## src/rtl/ps2_key_tracker.sv

```systemverilog
// ps2_key_tracker: tracks four PS/2 game keys as held levels and press pulses, and queues their events in a FIFO (optional KEY_REPEAT_EN)
module ps2_key_tracker #(
  parameter logic [8:0] KEY0_CODE  = 9'h029,
  parameter logic [8:0] KEY1_CODE  = 9'h175,
  parameter logic [8:0] KEY2_CODE  = 9'h05A,
  parameter logic [8:0] KEY3_CODE  = 9'h076,
  parameter int         FIFO_DEPTH = 4
) (
  input  logic       clk,
  input  logic       rst,
  input  logic [9:0] key_data,
  input  logic       key_ready,
  output logic [3:0] key_held,
  output logic [3:0] key_press,
  output logic       evt_valid,
  output logic [2:0] evt_data,
  input  logic       evt_pop,
  output logic       evt_ovf
);
  localparam int AW = $clog2(FIFO_DEPTH);
  localparam logic [35:0] CODES = {KEY3_CODE, KEY2_CODE, KEY1_CODE, KEY0_CODE};
`ifdef KEY_REPEAT_EN
  localparam logic REPEAT = 1'b1;
`else
  localparam logic REPEAT = 1'b0;
`endif
  logic          hit, brk, fire, full, pop_ok, wr_ok;
  logic [1:0]    idx;
  logic [3:0]    held_q, held_d, press_q, press_d;
  logic          push_q, push_d, ovf_q, ovf_d;
  logic [2:0]    pend_q, pend_d;
  logic [2:0]    mem_q [FIFO_DEPTH];
  logic [2:0]    mem_d [FIFO_DEPTH];
  logic [AW-1:0] rd_q, rd_d, wr_q, wr_d;
  logic [AW:0]   cnt_q, cnt_d;
  // match the strobed code against the key table; lowest index wins on duplicates
  always_comb begin
    hit = 1'b0;
    idx = '0;
    for (int i = 3; i >= 0; i--)
      if ({key_data[9], key_data[7:0]} == CODES[i*9 +: 9]) begin
        hit = key_ready;
        idx = 2'(i);
      end
  end
  // per-key up/down state; an event fires on a fresh make, a repeat (if enabled) or a real break
  always_comb begin
    brk     = key_data[8];
    fire    = hit && (brk ? held_q[idx] : (!held_q[idx] || REPEAT));
    held_d  = held_q;
    if (hit) held_d[idx] = !brk;
    press_d = (fire && !brk) ? 4'b0001 << idx : 4'b0000;
    push_d  = fire;
    pend_d  = {brk, idx};
  end
  // FIFO bookkeeping: full+pop lets the push through, empty ignores the pop
  always_comb begin
    full   = cnt_q == (AW+1)'(FIFO_DEPTH);
    pop_ok = evt_pop && cnt_q != '0;
    wr_ok  = push_q && (!full || pop_ok);
    mem_d  = mem_q;
    if (wr_ok) mem_d[wr_q] = pend_q;
    wr_d   = wr_q + AW'(wr_ok);
    rd_d   = rd_q + AW'(pop_ok);
    cnt_d  = cnt_q + (AW+1)'(wr_ok) - (AW+1)'(pop_ok);
    ovf_d  = ovf_q || (push_q && !wr_ok);
  end
  // control state with synchronous reset
  always_ff @(posedge clk) begin
    if (rst) begin
      held_q  <= '0;
      press_q <= '0;
      push_q  <= 1'b0;
      pend_q  <= '0;
      rd_q    <= '0;
      wr_q    <= '0;
      cnt_q   <= '0;
      ovf_q   <= 1'b0;
    end else begin
      held_q  <= held_d;
      press_q <= press_d;
      push_q  <= push_d;
      pend_q  <= pend_d;
      rd_q    <= rd_d;
      wr_q    <= wr_d;
      cnt_q   <= cnt_d;
      ovf_q   <= ovf_d;
    end
  end
  // event storage needs no reset; the count masks stale entries
  always_ff @(posedge clk) mem_q <= mem_d;
  assign key_held  = held_q;
  assign key_press = press_q;
  assign evt_valid = cnt_q != '0;
  assign evt_data  = evt_valid ? mem_q[rd_q] : 3'b000;
  assign evt_ovf   = ovf_q;
endmodule

```

## config.mk

```make
export PLATFORM = sky130hd
export DESIGN_NAME = ps2_key_tracker
export DESIGN_NICKNAME = d
export VERILOG_FILES = /design/src/rtl/ps2_key_tracker.sv
export SDC_FILE = /design/constraint.sdc
export NUM_CORES = 1
export LEC_CHECK = 0
export CAP_MARGIN = 40
export CELL_PAD_IN_SITES_DETAIL_PLACEMENT = 0
export CELL_PAD_IN_SITES_GLOBAL_PLACEMENT = 1
export CORE_ASPECT_RATIO = 2
export CORE_MARGIN = 5
export CORE_UTILIZATION = 39
export CTS_CLUSTER_SIZE = 14
export DETAILED_ROUTE_END_ITERATION = 12
export PLACE_DENSITY = 0.85
export RECOVER_POWER = 50
export SLEW_MARGIN = 10
export SYNTH_ARGS = -nofsm -noshare
export SYNTH_HDL_FRONTEND = slang
export SYNTH_SLANG_ARGS = --single-unit
```

## constraint.sdc

```tcl
create_clock -name clk -period 2.5 [get_ports clk]
set_input_delay 0.5 -clock clk [delete_from_list [all_inputs] [get_ports clk]]
set_output_delay 0.5 -clock clk [all_outputs]
set_load 0.01 [all_outputs]
```

==> run metrics, run 1 <==
aggregate global-route resource usage between 10% and 20%; crit end category flop; Clock Sinks 32; final hold vios 0; # fillers between 300 and 400; pin count of the biggest net entering global routing 11; Syn Inst Count roughly 120; fmax a little over 0.4 GHz; DR vias/cell roughly 5.2; worst path required time ~2.7 ns; Max Cap Violations 0; Post-CTS Setup Inserts 0; Hold WS between 0.4 and 0.5 ns; post-DP HPWL around 2600 um; period utilization about 96%; Syn Nets about 140; kind of critical path in -> reg; Final setup viols 0; final net count between 150 and 200; Slew @ Worst Pin about 0.52 ns; PwrDens 800 nW/um^2; Yosys cell types 34; die area approximately 5000 um^2; syn avg cell area roughly 11 um^2; routed vias approximately 1,100; Ant. Diodes 0; vias in the first global route roughly 1,200; hold_buf cts 0; RD Place Congestion just over 0.8; Post-synth EDFFs 12; Initial Utilization a little under 40%; global route overflow 0; DR iter-0 viols 9; most frequent cells in the layout dfxtp_1 (20), nor2_1 (16), clkdlybuf4s50_1 (16); layout cell share with drive strength beyond 1 about an eighth; Slew HR between 60% and 70%; Tmin final 2.41 ns; first-pass GRT wire length between 5000 and 6000 um; dpl cells ~200; total power 1490 uW; type of origin of the critical path primary input; Clock Skew ~0.0025 ns; Residual DRC 0; synth warn 0; Clk pin slew, worst setup/hold paths around 0.070 ns; leakage power between 0.0007 and 0.0008 uW; metal3 WL 102 um; clock root buffer clkbuf_8; Die Y about 95 um; final non-filler cell total between 200 and 250; Cell Chain, Critical Path clkdlybuf4s50_1 -> or3b_1 -> or4_4 -> a32oi_2 -> nand3_2 -> nor3_1; outcome completed; CTS max path bufs 2; fin util a little over half; CP peak stage delay approximately 0.53 ns; critical path arrival 2.60 ns; CP max-delay cell or4_4; Routed Antenna Nets 0; Worst-Skew Late Latency between 0.2 and 0.3 ns; Max FO, Critical Path 4; DR top layer met4; initial antenna violation count 0; WL final about 3100 um; Hold Crit Class reg -> reg; CTS Buf Count 5; Yosys reg bits 32; IO buf count 26; async set-reset flop share out of synthesis 0%; Metal-1 WL between 900 and 1000 um; TritonCTS clock tree built; Resized Gates After CTS 0; I/O pin total 27; Peak VDD IR 0.000438 V; ys flop type dfxtp_1; average routed wire per standard cell roughly 15 um; commonest non-fill, non-tap cell in the layout dfxtp_1; CTS H-tree depth 2; unrepaired setup endpoints after global routing no; sequential-to-total area share from yosys stat 54.2%; P&R area growth vs syn 32.3%; row cnt 31; cell area after synthesis 1400 um^2; metal2 WL approximately 2000 um; Die X about 52 um; DRT Pass-1 Iters 4; register area about 760 um^2; area of the multi-input gates roughly 620 um^2; Core Area 3570 um^2; max-slew violations 0
==> cell families after synthesis <==
logic type | after synthesis | share of synthesized area, %
compound gates | 15 | 7.31
xor+xnor | 4 | 2.50
fa+ha+maj | 5 | 4.99
buf+inv | 6 | 1.60
flops | 32 | 54.2
mux | 4 | 5.53
simple gates | 58 | 23.9
==> final timing paths <==
kind	startpoint	slack [ns]	end	depth (start not counted)
max	key_data[1]	0.09	key_press[3]$_SDFF_PP0_	6
min	evt_ovf$_SDFF_PP0_	0.47	evt_ovf$_SDFF_PP0_	2
max reg2reg	cnt_q[1]$_SDFF_PP0_	0.42	cnt_q[2]$_SDFF_PP0_	10
min reg2reg	evt_ovf$_SDFF_PP0_	0.47	evt_ovf$_SDFF_PP0_	2
==> flip-flops by register name, summed over array words and instances, names as in the netlist <==
| name | flops |
|---|---|
| mem_q | 12 |
| cnt_q | 3 |
| key_held | 4 |
| push_q | 1 |
| pend_q | 3 |
| wr_q | 2 |
| key_press | 4 |
| evt_ovf | 1 |
| rd_q | 2 |
==> power breakdown <==
group          internal (uW)  switching [uW]  total (uW)
clock network            189             186         375
registers                574            45.7         620
logic                    297             195         491
total                   1060             427        1490
==> routing by layer <==
layer / GRT usage, % / up-vias
met3: 3.79 / 9
met2: 28.6 / 30
met1: 10.0 / 536
li1: - / 530
met5: 0 / -
met4: 10.9 / 0
==> stage by stage <==
step / setup slack, ns / cell area [um^2] / TNS (ns)
2_1_floorplan: 0.382 / 1400 / 0
3_3_place_gp: -0.144 / 1780 / -0.338
3_5_place_dp: -0.203 / 1780 / -0.730
4_1_cts: 0.0944 / 1860 / 0
5_1_grt: 0.0415 / 1860 / 0
6_report: 0.0937 / 1860 / 0
==> cell type report <==
class                   count  share of cell area, %
multi-input cells          86                   33.4
flip-flops and latches     32                   41.0
well taps                  49                   3.30
clock buffers               5                   3.71
inverters                   5                   1.01
clock inverters             3                  0.741
repair buffers             34                   16.8
==> Yosys cell counts (2+ instances only) <==
cell	instances	share of area (%)
edfxtp_1	12	26
o211ai_1	2	1.1
inv_1	5	1.3
nand3_1	2	0.71
nor3_1	6	2.1
and3b_1	2	1.2
ha_1	4	3.6
xnor2_1	3	1.9
nand2_1	3	0.80
or2_2	2	0.89
nor3b_1	3	1.6
a211oi_1	2	1.1
dfxtp_1	20	29
nor2_1	16	4.3
nor2b_1	11	4.9
and3_1	4	1.8
mux4_2	3	4.8
a21oi_1	8	2.9
==> critical path, delay by kind of cell <==
family                 cells  cell delay (ns)
AOI/OAI and AO/OA          1             0.28
buffers and inverters      1             0.50
and+or+nand+nor            4             1.32
(Power assumes the default switching activity.)
==> inputs of run 2 (changes only) <==
Settings changed: CORE_MARGIN 5 to unset, SLEW_MARGIN 10 to unset.
==> run metrics, run 2 (synthesis results as in run 1) <==
Max Cap Violations 0 (unchanged); first-pass GRT wire length 4760 um (-5.3%); kind of critical path reg -> out; worst path required time 2.00 ns (-0.70 ns); fmax 0.423 GHz (+1.8%); row cnt 30 (-3.2%); DR iter-0 viols 12 (+3); layout cell share with drive strength beyond 1 14.5% (+1.7 points); hold path depth 2 (unchanged); Critical path origin rd_q[0]$_SDFF_PP0_; pin count of the biggest net entering global routing 11 (unchanged); Max FO, Critical Path 4 (unchanged); setup_tns 0 ns (unchanged); critical path arrival 1.86 ns (-0.74 ns); Routed Antenna Nets 0 (unchanged); Initial Utilization 41.1% (+1.8 points); Die X 44.4 um (-15%); P&R area growth vs syn 33.7%; Worst-Skew Late Latency 0.28 ns (about the same); depth of the most critical reg-to-reg path 10 (unchanged); Clock Sinks 32 (unchanged); vias in the first global route 1,080 (-9.2%); Hold Path End evt_ovf$_SDFF_PP0_; period utilization 94.6% (-1.7 points); final non-filler cell total 214 (unchanged); DR vias/cell 5.07 (-1.8%); most frequent cells in the layout dfxtp_1 (20), nor2_1 (16), clkdlybuf4s50_1 (14); Clk pin slew, worst setup/hold paths 0.06 ns (about the same); Final setup viols 0 (unchanged); outcome completed; IO buf count 26 (unchanged); CTS Buf Count 5 (unchanged); commonest non-fill, non-tap cell in the layout dfxtp_1; hold_buf cts 0 (unchanged); Tmin final 2.36 ns (-0.0416 ns); final net count 184 (+0.55%); CTS max path bufs 2 (unchanged); Core Area 3420 um^2 (-4.3%); hold_sp evt_ovf$_SDFF_PP0_; Die Y 86.9 um (-8.4%); crit end category primary output; Biggest register mem_q; global route overflow 0 (unchanged); initial antenna violation count 0 (unchanged); Hold Crit Class reg -> reg; Worst R2R Start cnt_q[1]$_SDFF_PP0_; average routed wire per standard cell 13.6 um (-6.6%); TritonCTS clock tree built; Peak VDD IR 0.000372 V (-15%); max-slew violations 0 (unchanged); post-DP HPWL 2360 um (-7.5%); Residual DRC 0 (unchanged); CTS H-tree depth 2 (unchanged); Slew @ Worst Pin 0.504 ns (-0.0141 ns); RD Place Congestion 0.829 (+1.7%); leakage power 0.000731 uW (+2.5%); unrepaired setup endpoints after global routing no; WL final 2910 um (-6.6%); reg2reg end cnt_q[2]$_SDFF_PP0_; FF-to-FF setup slack 0.43 ns (about the same); Ant. Diodes 0 (unchanged); clock root buffer clkbuf_8; I/O pin total 27 (unchanged); dpl cells 206 (unchanged); aggregate global-route resource usage 17.7% (+3.4 points); routed vias 1,085 (-1.8%); PwrDens 802 nW/um^2 (+0.19%); Clock Skew 0.00308 ns (+0.000561 ns); max FFs per register 12 (unchanged); Slew HR 66.3% (+0.94 points); Resized Gates After CTS 0 (unchanged); final hold vios 0 (unchanged); Post-CTS Setup Inserts 0 (unchanged); type of origin of the critical path flop; die area 3860 um^2 (-22%); DRT Pass-1 Iters 4 (unchanged)
-- run 2: critical path, cell delays in order, from the launching register on --
cell             delay [ns]
dfxtp_1                0.45
mux4_2                 0.52
nor2b_1                0.14
clkdlybuf4s50_1        0.47
-- run 2: area by class of cell --
cell class                      instances  area (um^2)
Clock buffer                            6         82.6
Clock inverter                          2         10.0
Fill cell                             310         1540
Inverter                                5         18.8
Multi-Input combinational cell         86          621
Sequential cell                        32          761
Tap cell                               48         60.1
Timing Repair Buffer                   35          324
-- run 2: worst max path at each step --
| stage | to | slack [ns] | cells after the start |
|---|---|---|---|
| 2_1_floorplan | push_q$_SDFF_PP0_ | 0.38 | 5 |
| 3_3_place_gp | push_q$_SDFF_PP0_ | -0.10 | 6 |
| 3_5_place_dp | push_q$_SDFF_PP0_ | -0.14 | 6 |
| 4_1_cts | evt_data[0] | 0.10 | 3 |
| 5_1_grt | evt_data[0] | 0.04 | 3 |
| 6_report | evt_data[0] | 0.14 | 3 |
-- run 2: report_power, final --
| group | total (uW) | internal (uW) | switching (uW) |
|---|---|---|---|
| registers | 619 | 574 | 44.6 |
| logic | 484 | 298 | 186 |
| clock network | 402 | 219 | 183 |
| total | 1510 | 1090 | 413 |
-- run 2: per-stage QoR --
stage | utilization (%) | hold slack [ns] | area (um^2) | power [uW] | setup WS [ns]
2_1_floorplan | - | 0.438 | 1400 | 892 | 0.382
3_3_place_gp | 52.3 | 0.449 | 1790 | 1110 | -0.102
3_5_place_dp | 52.3 | 0.475 | 1790 | 1120 | -0.139
4_1_cts | 55.1 | 0.490 | 1880 | 1530 | 0.104
5_1_grt | 54.9 | 0.519 | 1880 | 1590 | 0.0399
6_report | 54.9 | 0.479 | 1880 | 1510 | 0.135
-- run 2: metal layers --
layer | GRT usage [%] | wire (um) | up-vias
met5 | 0 | 0 | -
met4 | 13.2 | 134 | 0
met3 | 3.11 | 82 | 12
met2 | 34.4 | 1800 | 29
met1 | 14.2 | 896 | 509
li1 | - | - | 535
